===== src/rtl/neuron_sweep_ctrl_if.sv =====
// Bundle between the sweep controller and its environment: the neuron SRAM port,
// the IF neuron control and result lines, and the AER spike output handshake.
interface neuron_sweep_ctrl_if #(
    parameter int AER_WIDTH                 = 8,
    parameter int POST_NEUR_MEM_WIDTH       = 12,
    parameter int POST_NEUR_SPIKE_CNT_WIDTH = 7
);
    logic                                                     sram_cs;
    logic                                                     sram_we;
    logic [AER_WIDTH-1:0]                                     sram_addr;
    logic [POST_NEUR_SPIKE_CNT_WIDTH+POST_NEUR_MEM_WIDTH-1:0] sram_wdata;
    logic [POST_NEUR_MEM_WIDTH-1:0]                           nrn_state_next;
    logic [POST_NEUR_SPIKE_CNT_WIDTH-1:0]                     nrn_cnt_next;
    logic                                                     nrn_spike;
    logic                                                     time_step_event;
    logic                                                     time_ref_event;
    logic                                                     aer_valid;
    logic [AER_WIDTH-1:0]                                     aer_addr;
    logic                                                     aer_ready;

    modport master (
        output sram_cs, sram_we, sram_addr, sram_wdata,
        output time_step_event, time_ref_event,
        output aer_valid, aer_addr,
        input  nrn_state_next, nrn_cnt_next, nrn_spike,
        input  aer_ready
    );

    modport slave (
        input  sram_cs, sram_we, sram_addr, sram_wdata,
        input  time_step_event, time_ref_event,
        input  aer_valid, aer_addr,
        output nrn_state_next, nrn_cnt_next, nrn_spike,
        output aer_ready
    );
endinterface


===== src/rtl/neuron_sweep_ctrl.sv =====
// Time-step sequencer for the post-synaptic layer: read/evaluate/write-back every neuron,
// emit AER events for spikes, and clear all neurons after the last step of a sample.
module neuron_sweep_ctrl #(
    parameter int  N_NEUR                    = 256,
    parameter int  AER_WIDTH                 = 8,
    parameter int  TIME_STEP                 = 8,
    parameter int  POST_NEUR_MEM_WIDTH       = 12,
    parameter int  POST_NEUR_SPIKE_CNT_WIDTH = 7,
    localparam int TS_WIDTH                  = (TIME_STEP > 1) ? $clog2(TIME_STEP) : 1
) (
    input  logic                    CLK,
    input  logic                    RST,
    input  logic                    ts_start,
    output logic                    busy,
    output logic                    done,
    output logic [TS_WIDTH-1:0]     current_time_step,
    neuron_sweep_ctrl_if.master     bus
);

    localparam logic [AER_WIDTH-1:0] LAST_ADDR = AER_WIDTH'(N_NEUR - 1);
    localparam logic [TS_WIDTH-1:0]  LAST_TS   = TS_WIDTH'(TIME_STEP - 1);

    typedef enum logic [2:0] {
        StIdle,
        StRd,
        StEval,
        StAer,
        StEnd,
        StRef,
        StDone
    } state_e;

    state_e                 state_q, state_d;
    logic [AER_WIDTH-1:0]   addr_q, addr_d;
    logic [TS_WIDTH-1:0]    ts_q, ts_d;
    logic [AER_WIDTH-1:0]   aer_addr_q, aer_addr_d;
    logic                   last_addr;

    assign last_addr         = (addr_q == LAST_ADDR);
    assign current_time_step = ts_q;
    assign bus.aer_addr      = aer_addr_q;

    always_ff @(posedge CLK) begin
        if (RST) begin
            state_q    <= StIdle;
            addr_q     <= '0;
            ts_q       <= '0;
            aer_addr_q <= '0;
        end else begin
            state_q    <= state_d;
            addr_q     <= addr_d;
            ts_q       <= ts_d;
            aer_addr_q <= aer_addr_d;
        end
    end

    always_comb begin
        state_d             = state_q;
        addr_d              = addr_q;
        ts_d                = ts_q;
        aer_addr_d          = aer_addr_q;
        busy                = 1'b0;
        done                = 1'b0;
        bus.sram_cs         = 1'b0;
        bus.sram_we         = 1'b0;
        bus.sram_addr       = '0;
        bus.sram_wdata      = '0;
        bus.time_step_event = 1'b0;
        bus.time_ref_event  = 1'b0;
        bus.aer_valid       = 1'b0;

        unique case (state_q)
            StIdle: begin
                if (ts_start) begin
                    addr_d  = '0;
                    state_d = StRd;
                end
            end
            StRd: begin
                busy          = 1'b1;
                bus.sram_cs   = 1'b1;
                bus.sram_addr = addr_q;
                state_d       = StEval;
            end
            StEval: begin
                // Read data reached the neuron last cycle; write its result back now.
                busy                = 1'b1;
                bus.time_step_event = 1'b1;
                bus.sram_cs         = 1'b1;
                bus.sram_we         = 1'b1;
                bus.sram_addr       = addr_q;
                bus.sram_wdata      = {bus.nrn_cnt_next, bus.nrn_state_next};
                if (bus.nrn_spike) begin
                    aer_addr_d = addr_q;
                    state_d    = StAer;
                end else if (!last_addr) begin
                    addr_d  = addr_q + AER_WIDTH'(1);
                    state_d = StRd;
                end else begin
                    state_d = StEnd;
                end
            end
            StAer: begin
                busy          = 1'b1;
                bus.aer_valid = 1'b1;
                if (bus.aer_ready) begin
                    if (last_addr) begin
                        state_d = StEnd;
                    end else begin
                        addr_d  = addr_q + AER_WIDTH'(1);
                        state_d = StRd;
                    end
                end
            end
            StEnd: begin
                busy = 1'b1;
                if (ts_q == LAST_TS) begin
                    ts_d    = '0;
                    addr_d  = '0;
                    state_d = StRef;
                end else begin
                    ts_d    = ts_q + TS_WIDTH'(1);
                    state_d = StDone;
                end
            end
            StRef: begin
                // Neuron drives zeros while time_ref_event is high.
                busy               = 1'b1;
                bus.time_ref_event = 1'b1;
                bus.sram_cs        = 1'b1;
                bus.sram_we        = 1'b1;
                bus.sram_addr      = addr_q;
                bus.sram_wdata     = {bus.nrn_cnt_next, bus.nrn_state_next};
                if (last_addr) begin
                    state_d = StDone;
                end else begin
                    addr_d = addr_q + AER_WIDTH'(1);
                end
            end
            StDone: begin
                done    = 1'b1;
                state_d = StIdle;
            end
            default: begin
                state_d = StIdle;
            end
        endcase
    end

endmodule


===== src/flat_wrapper.sv =====
// flat-port wrapper written by rule: the top's interface ports become plain ports
module neuron_sweep_ctrl_flat 
#(
    parameter int  N_NEUR                    = 256,
    parameter int  AER_WIDTH                 = 8,
    parameter int  TIME_STEP                 = 8,
    parameter int  POST_NEUR_MEM_WIDTH       = 12,
    parameter int  POST_NEUR_SPIKE_CNT_WIDTH = 7,
    localparam int TS_WIDTH                  = (TIME_STEP > 1) ? $clog2(TIME_STEP) : 1
)
  (CLK, RST, ts_start, busy, done, current_time_step, bus_sram_cs, bus_sram_we, bus_sram_addr, bus_sram_wdata, bus_time_step_event, bus_time_ref_event, bus_aer_valid, bus_aer_addr, bus_nrn_state_next, bus_nrn_cnt_next, bus_nrn_spike, bus_aer_ready);
  neuron_sweep_ctrl_if #(.AER_WIDTH(AER_WIDTH), .POST_NEUR_MEM_WIDTH(POST_NEUR_MEM_WIDTH), .POST_NEUR_SPIKE_CNT_WIDTH(POST_NEUR_SPIKE_CNT_WIDTH)) bus_i ();
  input  logic CLK;
  input  logic RST;
  input  logic ts_start;
  output logic busy;
  output logic done;
  output logic [TS_WIDTH-1:0] current_time_step;
  output wire logic [$bits(bus_i.sram_cs)-1:0] bus_sram_cs;
  output wire logic [$bits(bus_i.sram_we)-1:0] bus_sram_we;
  output wire logic [$bits(bus_i.sram_addr)-1:0] bus_sram_addr;
  output wire logic [$bits(bus_i.sram_wdata)-1:0] bus_sram_wdata;
  output wire logic [$bits(bus_i.time_step_event)-1:0] bus_time_step_event;
  output wire logic [$bits(bus_i.time_ref_event)-1:0] bus_time_ref_event;
  output wire logic [$bits(bus_i.aer_valid)-1:0] bus_aer_valid;
  output wire logic [$bits(bus_i.aer_addr)-1:0] bus_aer_addr;
  input wire logic [$bits(bus_i.nrn_state_next)-1:0] bus_nrn_state_next;
  input wire logic [$bits(bus_i.nrn_cnt_next)-1:0] bus_nrn_cnt_next;
  input wire logic [$bits(bus_i.nrn_spike)-1:0] bus_nrn_spike;
  input wire logic [$bits(bus_i.aer_ready)-1:0] bus_aer_ready;
  assign bus_sram_cs = bus_i.sram_cs;
  assign bus_sram_we = bus_i.sram_we;
  assign bus_sram_addr = bus_i.sram_addr;
  assign bus_sram_wdata = bus_i.sram_wdata;
  assign bus_time_step_event = bus_i.time_step_event;
  assign bus_time_ref_event = bus_i.time_ref_event;
  assign bus_aer_valid = bus_i.aer_valid;
  assign bus_aer_addr = bus_i.aer_addr;
  assign bus_i.nrn_state_next = bus_nrn_state_next;
  assign bus_i.nrn_cnt_next = bus_nrn_cnt_next;
  assign bus_i.nrn_spike = bus_nrn_spike;
  assign bus_i.aer_ready = bus_aer_ready;
  neuron_sweep_ctrl #(.N_NEUR(N_NEUR), .AER_WIDTH(AER_WIDTH), .TIME_STEP(TIME_STEP), .POST_NEUR_MEM_WIDTH(POST_NEUR_MEM_WIDTH), .POST_NEUR_SPIKE_CNT_WIDTH(POST_NEUR_SPIKE_CNT_WIDTH)) u_core (.CLK(CLK), .RST(RST), .ts_start(ts_start), .busy(busy), .done(done), .current_time_step(current_time_step), .bus(bus_i));
endmodule

===== config.mk =====
export PLATFORM = sky130hd
export DESIGN_NAME = neuron_sweep_ctrl_flat
export DESIGN_NICKNAME = d
export VERILOG_FILES = /design/src/rtl/neuron_sweep_ctrl_if.sv /design/src/rtl/neuron_sweep_ctrl.sv /design/src/flat_wrapper.sv
export SDC_FILE = /design/constraint.sdc
export NUM_CORES = 1
export LEC_CHECK = 0
export BUFFER_PORTS_ARGS = -buffer_cell sky130_fd_sc_hd__buf_2
export CORE_MARGIN = 3
export CORE_UTILIZATION = 40
export CTS_CLUSTER_SIZE = 14
export DETAILED_ROUTE_END_ITERATION = 10
export GPL_TIMING_DRIVEN = 1
export HOLD_SLACK_MARGIN = 0.08
export PLACE_DENSITY = 0.75
export SYNTH_ARGS = -nofsm -noshare
export SYNTH_HDL_FRONTEND = slang
export SYNTH_SLANG_ARGS = --single-unit

===== constraint.sdc =====
create_clock -name CLK -period 1.56 [get_ports CLK]
set_input_delay 0.078 -clock CLK [delete_from_list [all_inputs] [get_ports CLK]]
set_output_delay 0.078 -clock CLK [all_outputs]
set_load 0.1 [all_outputs]

## After elaboration in Yosys (flattened, before gate mapping)

Index checks and enable logic that the tools add are counted.

| word-level totals | value |
|---|---|
| register bits | 22 |
| input bits | 24 |
| logic and storage cells | 50 |

| cells by class | value |
|---|---|
| $add $sub $neg | 2 |
| equal/unequal tests | 13 |
| muxes and demuxes | 23 |
| reductions and logical operators | 8 |

Operators with widths:

| cell | count |
|---|---|
| $mux 8 | 6 |
| $pmux 8 s5 | 1 |
| $mux 19 | 1 |
| $mux 3 | 6 |
| $pmux 3 s6 | 1 |
| $eq 3x3->1 const B | 4 |
| $add 8x1->8 const B | 1 |
| $eq 8x8->1 const B | 1 |
| $mux 1 | 7 |
| $eq 3x2->1 const B | 2 |
| $ne 2x2->1 const B | 3 |
| $reduce_and 5->1 | 1 |
| $reduce_bool 5->1 | 1 |
| $reduce_or 5->1 | 1 |
| $ne 2x1->1 const B | 2 |
| $add 3x1->3 const B | 1 |
| $eq 3x1->1 const B | 1 |
| $logic_not 3->1 | 1 |
| $reduce_and 3->1 | 1 |
| $reduce_or 3->1 | 1 |
| $mux 2 | 1 |
| $reduce_and 2->1 | 1 |
| $reduce_or 2->1 | 1 |

## Logic depth before layout (Yosys ltp)

Gate-level depths: netlist (run 1).

| logic depth | value |
|---|---|
| depth in word-level cells | 4 |
| depth in mapped cells | 8 |
| depth with buffers taken out | 7 |

## Worst setup path before layout (run 1)

Ideal clock, no wire load.

| timing path | value |
|---|---|
| path type | reg-to-output |
| from | reg u_core.state_q[1] |
| to | out bus_sram_addr[0] |
| arrival | 4.734 ns |
| setup slack | -3.252 ns |
| cell stages (with the launch flop) | 4 |
| buffers on the path | 0 |
| path through | dfxtp_1 -> nor3b_1 -> o21bai_1 -> and2_1 |

| between the ends | value |
|---|---|
| longest elaborated chain between the ends | 3 |

Ends and longest elaborated chain:

| what | line | text |
|---|---|---|
| from (decl) | neuron_sweep_ctrl.sv:33 | `state_e state_q, state_d;` |
| from (signal assigned) | neuron_sweep_ctrl.sv:45 | `state_q <= StIdle;` |
| from (signal assigned) | neuron_sweep_ctrl.sv:50 | `state_q <= state_d;` |
| $eq 3x1->1 (tied with other cells) | neuron_sweep_ctrl.sv:72 | `unique case (state_q)` |
| $reduce_or 3->1 (no source line) * | n/a |  |
| $mux 8 * | neuron_sweep_ctrl.sv:72 |  |
| to (decl) | flat_wrapper.sv:21 | `output wire logic [$bits(bus_i.sram_addr)-1:0] bus_sram_addr;` |

Mark *: on every way between the ends. The rest lies on a longest branch, timed or not.

## Worst setup path in the final report (run 1)

| timing path | value |
|---|---|
| from | reg u_core.state_q[1] |
| to | out bus_sram_wdata[5] |

| between the ends | value |
|---|---|
| longest elaborated chain between the ends | 3 |

Ends and longest elaborated chain:

| what | line | text |
|---|---|---|
| $eq 3x2->1 / $eq 3x3->1 (equally long branches) | neuron_sweep_ctrl.sv:72 |  |
| $reduce_or 2->1 (no source line) * | n/a |  |
| $mux 19 * | neuron_sweep_ctrl.sv:72 |  |
| to (decl) | flat_wrapper.sv:22 | `output wire logic [$bits(bus_i.sram_wdata)-1:0] bus_sram_wdata;` |

Marked as above.

==> results of run 1 <==
logic make-up after synthesis:
group                      after synthesis
DFF                                     22
and+or+nand+nor                         88
AOI/OAI and AO/OA                       43
buffers and inverters                   17
adders and majority gates                3
muxes                                    1
power by group through the flow:
stage / logic [mW] / registers [mW] / clock network (mW)
floorplan: 0.971 / 0.601 / 0
CTS: 1.68 / 0.597 / 0.395
global placement: 1.51 / 0.604 / 0
finish: 1.85 / 0.603 / 0.404
detailed placement: 1.53 / 0.605 / 0
global route: 1.91 / 0.604 / 0.417
worst reg2reg max path, cell delays in order, from the launching register on:
cell	delay, ns
dfxtp_2	0.37
buf_6	0.12
buf_6	0.12
and4bb_1	0.25
a31oi_4	0.26
and4_4	0.33
a41oi_2	0.11
a31oi_1	0.17
final timing paths:
kind	start	endpoint	slack (ns)	cells after the start
worst max-delay path	u_core.state_q[1]	bus_sram_wdata[5]	-0.30	6
worst min-delay path	bus_nrn_spike	u_core.state_q[2]	0.14	4
worst max register to register	u_core.state_q[1]	u_core.addr_q[7]	-0.25	7
worst min register to register	u_core.bus.aer_addr[3]	u_core.bus.aer_addr[3]	0.52	2
Yosys cell counts, types with 2 or more instances:
cell type | count | area (sq um)
a21oi_1 | 22 | 110
a31oi_1 | 5 | 31.3
and2_1 | 28 | 175
and3_1 | 2 | 12.5
and4_1 | 2 | 17.5
buf_6 | 3 | 33.8
clkbuf_1 | 7 | 26.3
dfxtp_1 | 22 | 440
ha_1 | 3 | 37.5
inv_1 | 5 | 18.8
nand2_1 | 29 | 109
nand2b_1 | 3 | 18.8
nand3_1 | 5 | 25.0
nand4_1 | 3 | 18.8
nor2_1 | 6 | 22.5
nor3_1 | 2 | 10.0
o21ai_0 | 3 | 15.0
o31ai_1 | 2 | 15.0
final cells by class:
type / count / area [sq um] / share of cell area (%)
repair buffers: 110 / 1250 / 43.4
multi-input cells: 136 / 1040 / 36.0
flip-flops and latches: 22 / 460 / 16.0
well taps: 44 / 55.1 / 1.91
clock buffers: 4 / 47.5 / 1.65
inverters: 6 / 28.8 / 0.998
flip-flops by register name, indices dropped and copies added, names as in the netlist:
name                      cells
u_core.addr_q                 8
u_core.current_time_step      3
u_core.bus.aer_addr           8
u_core.state_q                3
metrics by stage:
stage | area, sq um | utilization (%) | worst slack (ns) | hold WS (ns) | total power [mW]
6_report | 2880 | 92.9 | -0.295 | 0.139 | 2.86
5_1_grt | 2880 | 92.9 | -0.322 | 0.177 | 2.93
4_1_cts | 2760 | 88.9 | -0.184 | 0.123 | 2.68
3_5_place_dp | 2540 | 82.0 | -0.0962 | 0.364 | 2.14
3_3_place_gp | 2540 | 82.0 | -0.0456 | 0.368 | 2.12
2_1_floorplan | 1490 | - | -0.783 | 0.247 | 1.57
routing by layer:
layer	wire length [um]	part of all wire [%]	vias to the layer above
li1	-	-	814
met1	2480	34	892
met2	3430	47	208
met3	880	12	52
met4	512	7.0	0
met5	0	0	-
what timing repair did:
| action | CTS | global route |
|---|---|---|
| buffers inserted | 7 | 6 |
| hold endpoints to repair | 1 | 0 |
| hold buffers | 1 | 0 |
| gates resized for setup | 26 | 24 |
| pin swaps | 16 | 7 |
| gates cloned | 1 | 0 |
| setup endpoints to repair | 42 | 45 |
==> impl_metrics.env, run 1 <==
export IMPL_outcome="complete, but fails checks"
export IMPL_violations="setup timing"
export IMPL_min_path_type="input pin to register"
export IMPL_use_met1_pct=33.7
export IMPL_grt_max_degree=21
export IMPL_dp_hpwl_mm=3.82
export IMPL_drv_cap=0
export IMPL_critPathKind="register to output pin"
export IMPL_period_share_pct=119
export IMPL_numCtsBuffers=3
export IMPL_tightestPinTransition_ns=0.500
export IMPL_clk_pin_slew_worst_paths_ns=0.14
export IMPL_start_kind="register"
export IMPL_slowest_delay_ns=0.37
export IMPL_io_pins=69
export IMPL_ant_nets=0
export IMPL_cts_tree="done"
export IMPL_crit_top_cell="buf_12"
export IMPL_diodes=0
export IMPL_synthArstFlopShare_pct=0
export IMPL_layout_common_cells="buf_12 (35), buf_2 (34), nand2_1 (28), and2_4 (27), buf_4 (24)"
export IMPL_grt_most_used_layer="met2"
export IMPL_met3_usage_pct=5.70
export IMPL_clock_root_buffer="clkbuf_4"
export IMPL_synth_cell_types=40
export IMPL_gp_congestion=0.819
export IMPL_synthMuxAreaShare_pct=0.755
export IMPL_setup_slack_ns=-0.295
export IMPL_num_rows=20
export IMPL_final_period_minus_worst_setup_slack_ns=1.86
export IMPL_ys_warn_count=0
export IMPL_path_buf_inv=3
export IMPL_skew_ns=0.00870
export IMPL_synthToLayoutAreaGrowth_pct=118
export IMPL_crit_family="buffers and inverters"
export IMPL_crit_path_end_kind="output pin"
export IMPL_critPathMaxFanout=20
export IMPL_drtIter0Drc=237
export IMPL_syn_num_nets=201
export IMPL_grt_pass1_wl_mm=9.40
export IMPL_ys_seq_elements=22
export IMPL_power_density_nw_per_um2=990
export IMPL_vdd_drop_max_mv=1.03
export IMPL_yosys_area_share_simple_pct=35.6
export IMPL_wirelength_mm=7.30
export IMPL_layout_commonest_cell="buf_12"
export IMPL_dr_pass1_iters=5
export IMPL_drc=0
export IMPL_fin_setup_tns_ns=-10.28
export IMPL_sequentialPowerShare_pct=21.1
export IMPL_arrival_ns=1.78
export IMPL_ys_flop_type="dfxtp_1"
export IMPL_clock_sinks=22
export IMPL_start_util_pct=42.7
export IMPL_clkLatencyLatePin_ns=0.33
export IMPL_fin_cells=322
export IMPL_synth_edf_count=0
export IMPL_leakage_nw=1.22
export IMPL_synth_compound_area_share_pct=21.0
export IMPL_final_nets=306
export IMPL_die_w_um=63.6
export IMPL_num_vias=1966
export IMPL_ctsHtreeMaxLevel=1
export IMPL_use_met2_pct=54.6
export IMPL_required_ns=1.48
export IMPL_synthXorXnorAreaFrac_pct=0
export IMPL_wl_per_cell_um=22.7
export IMPL_synth_cells=174
export IMPL_fmax_mhz=539
export IMPL_drive_above_1_share_pct=62.9
export IMPL_netSwitchingPower_mw=1.32
export IMPL_crit_slowest_cell="dfxtp_2"
export IMPL_die_y_um=63.6
export IMPL_synth_top_family_by_area="simple AND/OR/NAND/NOR gates"
export IMPL_clk_path_buf_depth=2
export IMPL_yosysSeqAreaShare_pct=33.2
export IMPL_drv_slew=0
export IMPL_synth_fa_ha_area_share_pct=2.83
export IMPL_p_sw_share_pct=46.2
export IMPL_grt_pass1_vias=1796
export IMPL_combinationalPowerShare_pct=64.7
export IMPL_grt_usage_pct=29.8
export IMPL_io_buffers=68
export IMPL_rsz0062_at_grt="yes"
export IMPL_die_area_sq_um=4040
export IMPL_syn_area_sq_um=1330
export IMPL_finalSetupViolations=47
export IMPL_syn_area_per_cell_sq_um=7.62
export IMPL_placed_cells=305
export IMPL_hold_viol_final=0
export IMPL_coreArea_sq_um=3100
export IMPL_crit_chain="buf_6 > nand3b_1 > o21ai_2 > buf_12 > and2_4 > buf_12"
export IMPL_fillers=112
export IMPL_overflow=0
export IMPL_antenna_found_initial=0
export IMPL_intPower_mw=1.54
export IMPL_avgViaCountPerCell=6.11
export IMPL_p_clk_share_pct=14.1
export IMPL_relSlewSlack_pct=66.9
No activity file was read; power rests on OpenSTA's default activity.
==> run 2: changes to the inputs <==
- BUFFER_PORTS_ARGS: -buffer_cell sky130_fd_sc_hd__buf_2 -> unset
- CORE_UTILIZATION: 40 -> 57
- CTS_BUF_LIST: unset -> sky130_fd_sc_hd__clkbuf_4 sky130_fd_sc_hd__clkbuf_8
- DONT_BUFFER_PORTS: unset -> 1
==> run 2 against run 1 <==
The flow now stops in 4_1_cts. Area after synthesis unchanged. Synthesized cell count unchanged.
==> impl_metrics.env, run 2 <==
export IMPL_die_w_um=54.2
export IMPL_synth_top_family_by_area="simple AND/OR/NAND/NOR gates"
export IMPL_stop_stage="4_1_cts"
export IMPL_gp_congestion=0.849
export IMPL_synth_compound_area_share_pct=21.0
export IMPL_synth_most_common_cell="nand2_1"
export IMPL_dp_hpwl_mm=3.40
export IMPL_synthMuxAreaShare_pct=0.755
export IMPL_yosys_area_share_simple_pct=35.6
export IMPL_yosysSeqAreaShare_pct=33.2
export IMPL_synth_fa_ha_area_share_pct=2.83
export IMPL_synthArstFlopShare_pct=0
export IMPL_clock_sinks=22
export IMPL_start_util_pct=63.6
export IMPL_holdBufCountCts=4
export IMPL_dp_slack_ns=-0.135
export IMPL_die_y_um=54.2
export IMPL_num_rows=16
export IMPL_yosysTopAreaCell="dfxtp_1"
export IMPL_syn_num_nets=201
export IMPL_synthTopCellsByArea="dfxtp_1 (33%), and2_1 (13%), a21oi_1 (8.3%)"
export IMPL_io_buffers=0
export IMPL_syn_area_sq_um=1330
export IMPL_clk_path_buf_depth=2
export IMPL_synth_cells_most_frequent="nand2_1 (29), and2_1 (28), a21oi_1 (22), dfxtp_1 (22), clkbuf_1 (7)"
export IMPL_ys_flop_type="dfxtp_1"
export IMPL_io_pins=69
export IMPL_synth_edf_count=0
export IMPL_syn_area_per_cell_sq_um=7.62
export IMPL_numCtsBuffers=3
export IMPL_ys_warn_count=0
export IMPL_cts_setup_buffers=9
export IMPL_clock_root_buffer="clkbuf_4"
export IMPL_ctsHtreeMaxLevel=1
export IMPL_synth_top_area_share_pct=33.2
export IMPL_ys_seq_elements=22
export IMPL_synthXorXnorAreaFrac_pct=0
export IMPL_synth_cells=174
export IMPL_outcome="aborted with a tool error"
export IMPL_synth_cell_types=40
export IMPL_cts_resized=25
export IMPL_tool_error="[ERROR DPL-0038] Utilization greater than 100%, impossible to legalize"
==> run 2: cell counts after synthesis <==
Identical to the previous run, type by type.
==> run 2: stage by stage <==
stage               cell area [sq um]  utilization, %  std cells
detailed placement               1840            88.5        236
global placement                 1840            88.5        236
floorplan                        1490               -        174
==> run 2: cells by family after synthesis <==
logic type | count (synthesis)
AND/OR/NAND/NOR | 88
AO/OA/AOI/OAI | 43
flip-flops | 22
buffers and inverters | 17
adder cells (fa/ha/maj) | 3
multiplexers | 1
==> run 3: changes to the inputs <==
- CORE_AREA: unset -> 3 3 64 66
- CORE_MARGIN: 3 -> unset
- CORE_UTILIZATION: 57 -> unset
- CTS_BUF_LIST: sky130_fd_sc_hd__clkbuf_4 sky130_fd_sc_hd__clkbuf_8 -> unset
- CTS_CLUSTER_SIZE: 14 -> unset
- DIE_AREA: unset -> 0 0 67 69
- HOLD_SLACK_MARGIN: 0.08 -> unset
- PLACE_DENSITY: 0.75 -> unset
- PLACE_DENSITY_LB_ADDON: unset -> 0.15
- clock period: 1.56 -> 2.05 ns (I/O delays scaled with it)
==> run 3 against run 2 <==
The flow now finishes without violations.
==> impl_metrics.env, run 3 (same netlist as run 1, synthesis figures left out) <==
export IMPL_drv_cap=0
export IMPL_avgViaCountPerCell=5.26
export IMPL_dp_slack_ns=0.169
export IMPL_clock_sinks=22
export IMPL_final_period_minus_worst_setup_slack_ns=1.95
export IMPL_finalSetupViolations=0
export IMPL_drc=0
export IMPL_ant_nets=0
export IMPL_clk_path_buf_depth=2
export IMPL_critPathKind="register to output pin"
export IMPL_clk_pin_slew_worst_paths_ns=0.09
export IMPL_dr_pass1_iters=5
export IMPL_required_ns=1.95
export IMPL_period_share_pct=95.0
export IMPL_vdd_drop_max_mv=0.516
export IMPL_antenna_found_initial=0
export IMPL_grt_pass1_wl_mm=6.53
export IMPL_tightestPinTransition_ns=0.686
export IMPL_wl_per_cell_um=15.1
export IMPL_overflow=0
export IMPL_setup_slack_ns=0.102
export IMPL_coreArea_sq_um=3630
export IMPL_layout_commonest_cell="nand2_1"
export IMPL_dp_hpwl_mm=3.00
export IMPL_holdPathStages=3
export IMPL_fin_cells=261
export IMPL_gp_congestion=0.886
export IMPL_start_kind="register"
export IMPL_layout_common_cells="nand2_1 (29), buf_4 (28), a21oi_1 (21), dfxtp_1 (17), buf_12 (15)"
export IMPL_io_pins=69
export IMPL_grt_pass1_vias=1330
export IMPL_fin_setup_tns_ns=0
export IMPL_leakage_nw=0.813
export IMPL_min_path_type="input pin to register"
export IMPL_io_buffers=0
export IMPL_clock_root_buffer="clkbuf_8"
export IMPL_drive_above_1_share_pct=38.5
export IMPL_outcome="finished, final reports clean"
export IMPL_num_rows=22
export IMPL_drtIter0Drc=73
export IMPL_final_nets=241
export IMPL_critPathMaxFanout=10
export IMPL_synthToLayoutAreaGrowth_pct=53.0
export IMPL_num_vias=1373
export IMPL_crit_path_end_kind="output pin"
export IMPL_cts_tree="done"
export IMPL_wirelength_mm=3.95
export IMPL_start_util_pct=36.5
export IMPL_finalPower_mw=1.80
export IMPL_placed_cells=253
export IMPL_die_w_um=67
export IMPL_die_y_um=69
export IMPL_grt_max_degree=18
export IMPL_fmax_mhz=513
export IMPL_power_density_nw_per_um2=888
export IMPL_hold_viol_final=0
export IMPL_diodes=0
export IMPL_grt_usage_pct=17.9
export IMPL_relSlewSlack_pct=54.1
export IMPL_clkLatencyLatePin_ns=0.27
export IMPL_ctsHtreeMaxLevel=1
export IMPL_die_area_sq_um=4620
export IMPL_drv_slew=0
export IMPL_arrival_ns=1.85
export IMPL_numCtsBuffers=3
export IMPL_r2r_worst_path_cells=6
export IMPL_skew_ns=0.00173
==> run 3: layout make-up <==
cell class              instances  area (sq um)
clock buffers                   3          41.3
clock inverters                 1          30.0
fillers                       349          1610
inverters                       6          22.5
multi-input cells             136           893
flip-flops and latches         22           449
well taps                      48          60.1
repair buffers                 45           531
==> run 3: metal layers <==
| metal | global-route usage (%) | up-vias | share of wire [%] |
|---|---|---|---|
| met1 | 22.0 | 651 | 41 |
| met5 | 0 | - | 0 |
| met4 | 3.38 | 0 | 0.91 |
| li1 | - | 679 | - |
| met2 | 31.1 | 39 | 53 |
| met3 | 4.23 | 4 | 5.0 |
==> run 3: power breakdown <==
part	internal (mW)	switching [mW]	leakage (nW)	total, mW
logic	0.262	0.638	0.597	0.899
registers	0.442	0.0432	0.180	0.486
clock network	0.261	0.154	0.0357	0.415
==> run 3: per-stage QoR <==
| stage | util, % | cell area (sq um) | hold WS, ns |
|---|---|---|---|
| after global routing | 55.8 | 2030 | 0.0633 |
| after detailed placement | 52.4 | 1910 | 0.173 |
| after floorplan | - | 1400 | 0.272 |
| final | 55.8 | 2030 | 0.0363 |
| after global placement | 52.4 | 1910 | 0.168 |
| after CTS | 55.4 | 2010 | 0.0366 |
==> run 3: final timing paths <==
path,startpoint,endpoint,slack [ns]
worst max-delay path,u_core.state_q[2],bus_sram_wdata[6],0.10
worst min-delay path,RST,u_core.state_q[0],0.04
worst max register to register,u_core.state_q[2],u_core.addr_q[1],0.23
worst min register to register,u_core.bus.aer_addr[4],u_core.bus.aer_addr[4],0.47
==> run 3: repair_timing <==
action                     4_1_cts  5_1_grt
gates cloned                     1        0
hold endpoints to repair        17        0
pin swaps                        2        1
hold buffers                     2        0
setup endpoints to repair       19       20
buffers inserted                 0        1
resized for setup                2        2
==> run 3: worst max-delay path, cell delays in order (launching register included) <==
cell	delay [ns]
dfxtp_1	0.43
nand2b_2	0.28
buf_4	0.19
o21ai_4	0.27
and2_1	0.22
buf_12	0.18
==> run 4: changes to the inputs <==
- clock period: 2.05 -> 2.3 ns (I/O delays scaled with it)
==> run 4 against run 3 <==
Die area unchanged. Clock-buffer cell count unchanged. Core utilization shrank 4.1 points. Largest power group unchanged. Critical path depth fell by 1. Non-clock buffer count shrank 5.
==> impl_metrics.env, run 4 (same netlist as run 1, synthesis figures left out) <==
export IMPL_outcome="finished, final reports clean"
export IMPL_final_nets=235
export IMPL_dr_pass1_iters=5
export IMPL_crit_chain="nand2b_1 > o21ai_4 > and2_1 > buf_4"
export IMPL_drv_slew=0
export IMPL_num_vias=1338
export IMPL_final_period_minus_worst_setup_slack_ns=2.06
export IMPL_hold_start="bus_aer_ready"
export IMPL_grt_usage_pct=16.8
export IMPL_clock_root_buffer="clkbuf_8"
export IMPL_numCtsBuffers=3
export IMPL_drtIter0Drc=59
export IMPL_start_kind="register"
export IMPL_avgViaCountPerCell=5.25
export IMPL_antenna_found_initial=0
export IMPL_clock_sinks=22
export IMPL_num_rows=22
export IMPL_vdd_drop_max_mv=0.459
export IMPL_layout_commonest_cell="buf_4"
export IMPL_io_buffers=0
export IMPL_skew_ns=0.00171
export IMPL_drc=0
export IMPL_crit_start="u_core.state_q[1]"
export IMPL_io_pins=69
export IMPL_period_share_pct=89.6
export IMPL_synthToLayoutAreaGrowth_pct=41.8
export IMPL_gp_congestion=0.843
export IMPL_grt_pass1_vias=1277
export IMPL_crit_path_end_kind="output pin"
export IMPL_r2r_start="u_core.state_q[0]"
export IMPL_dp_slack_ns=0.438
export IMPL_slowest_delay_ns=0.52
export IMPL_min_path_type="input pin to register"
export IMPL_start_util_pct=36.5
export IMPL_wl_per_cell_um=14.7
export IMPL_coreArea_sq_um=3630
export IMPL_drv_cap=0
export IMPL_rsz0062_at_grt="no"
export IMPL_hold_viol_final=0
export IMPL_grt_max_degree=21
export IMPL_grt_pass1_wl_mm=6.26
export IMPL_wirelength_mm=3.75
export IMPL_layout_common_cells="buf_4 (30), nand2_1 (29), a21oi_1 (21), dfxtp_1 (21), and2_1 (11)"
export IMPL_postLayoutCoreUtil_pct=51.7
export IMPL_ant_nets=0
export IMPL_setup_slack_ns=0.239
export IMPL_clkLatencyLatePin_ns=0.26
export IMPL_clk_pin_slew_worst_paths_ns=0.08
export IMPL_crit_slowest_cell="dfxtp_2"
export IMPL_finalSetupViolations=0
export IMPL_diodes=0
export IMPL_drive_above_1_share_pct=34.8
export IMPL_fillers=355
export IMPL_tightestPinTransition_ns=0.670
export IMPL_relSlewSlack_pct=55.2
export IMPL_arrival_ns=1.95
export IMPL_dp_hpwl_mm=2.93
export IMPL_die_area_sq_um=4620
export IMPL_clk_path_buf_depth=2
export IMPL_power_density_nw_per_um2=819
export IMPL_placed_cell_area_sq_um=1790
export IMPL_critPathKind="register to output pin"
export IMPL_cts_tree="done"
export IMPL_overflow=0
export IMPL_fmax_mhz=485
export IMPL_ctsHtreeMaxLevel=1
export IMPL_required_ns=2.18
export IMPL_leakage_nw=0.761
export IMPL_die_y_um=69
export IMPL_die_w_um=67
export IMPL_design_area_sq_um=1880
export IMPL_critPathMaxFanout=20
-- run 4: changes by cell type in the layout (fill, tap and decap cells not counted), sizes merged --
cell / delta
o21ai: -1
dlygate4sd3: -1
buf: -4
-- run 4: worst paths after layout --
kind,cells after the start,slack (ns),to
hold / removal,2,0.02,u_core.state_q[1]
setup reg to reg,5,0.34,u_core.addr_q[7]
setup / recovery,4,0.24,bus_sram_wdata[7]
hold reg to reg,2,0.47,u_core.bus.aer_addr[3]
-- run 4: what timing repair did --
action,CTS,global route
hold buffers,1,0
setup buffers,0,0
resized for setup,0,1
endpoints found under the setup margin,0,13
endpoints found under the hold margin,17,0
-- run 4: critical path, delay by kind of cell, from the launching register on --
| family | cells | cell delay, ns |
|---|---|---|
| AOI/OAI and AO/OA | 1 | 0.39 |
| buffers and inverters | 1 | 0.29 |
| DFF | 1 | 0.52 |
| and+or+nand+nor | 2 | 0.47 |
-- run 4: cell type report --
| type | instances | area (sq um) | area share [%] |
|---|---|---|---|
| repair buffers | 40 | 415 | 22.1 |
| well taps | 48 | 60.1 | 3.20 |
| clock buffers | 3 | 41.3 | 2.20 |
| inverters | 6 | 22.5 | 1.20 |
| clock inverters | 1 | 30.0 | 1.60 |
| multi-input cells | 135 | 868 | 46.2 |
| flip-flops and latches | 22 | 442 | 23.5 |
-- run 4: stage by stage --
stage | TNS [ns] | hold slack (ns) | power [mW] | cells
finish | 0 | 0.0157 | 1.54 | 255
floorplan | -0.624 | 0.284 | 1.03 | 174
CTS | 0 | 0.0109 | 1.55 | 255
global placement | 0 | 0.184 | 1.17 | 250
global route | 0 | 0.0282 | 1.61 | 255
detailed placement | 0 | 0.182 | 1.17 | 250
-- run 4: report_power, final --
group          leakage (nW)  internal (mW)  switching (mW)  total [mW]
registers             0.178          0.392          0.0356       0.428
clock network        0.0357          0.233           0.132       0.365
logic                 0.548          0.197           0.549       0.747
total                 0.761          0.822           0.718        1.54
-- run 4: routing by layer --
metal	up-vias	GRT usage, %	wire length [um]
met4	0	2.70	17
met2	49	29.0	1930
met1	621	21.4	1610
met5	-	0	0
li1	666	-	-
met3	2	3.42	205
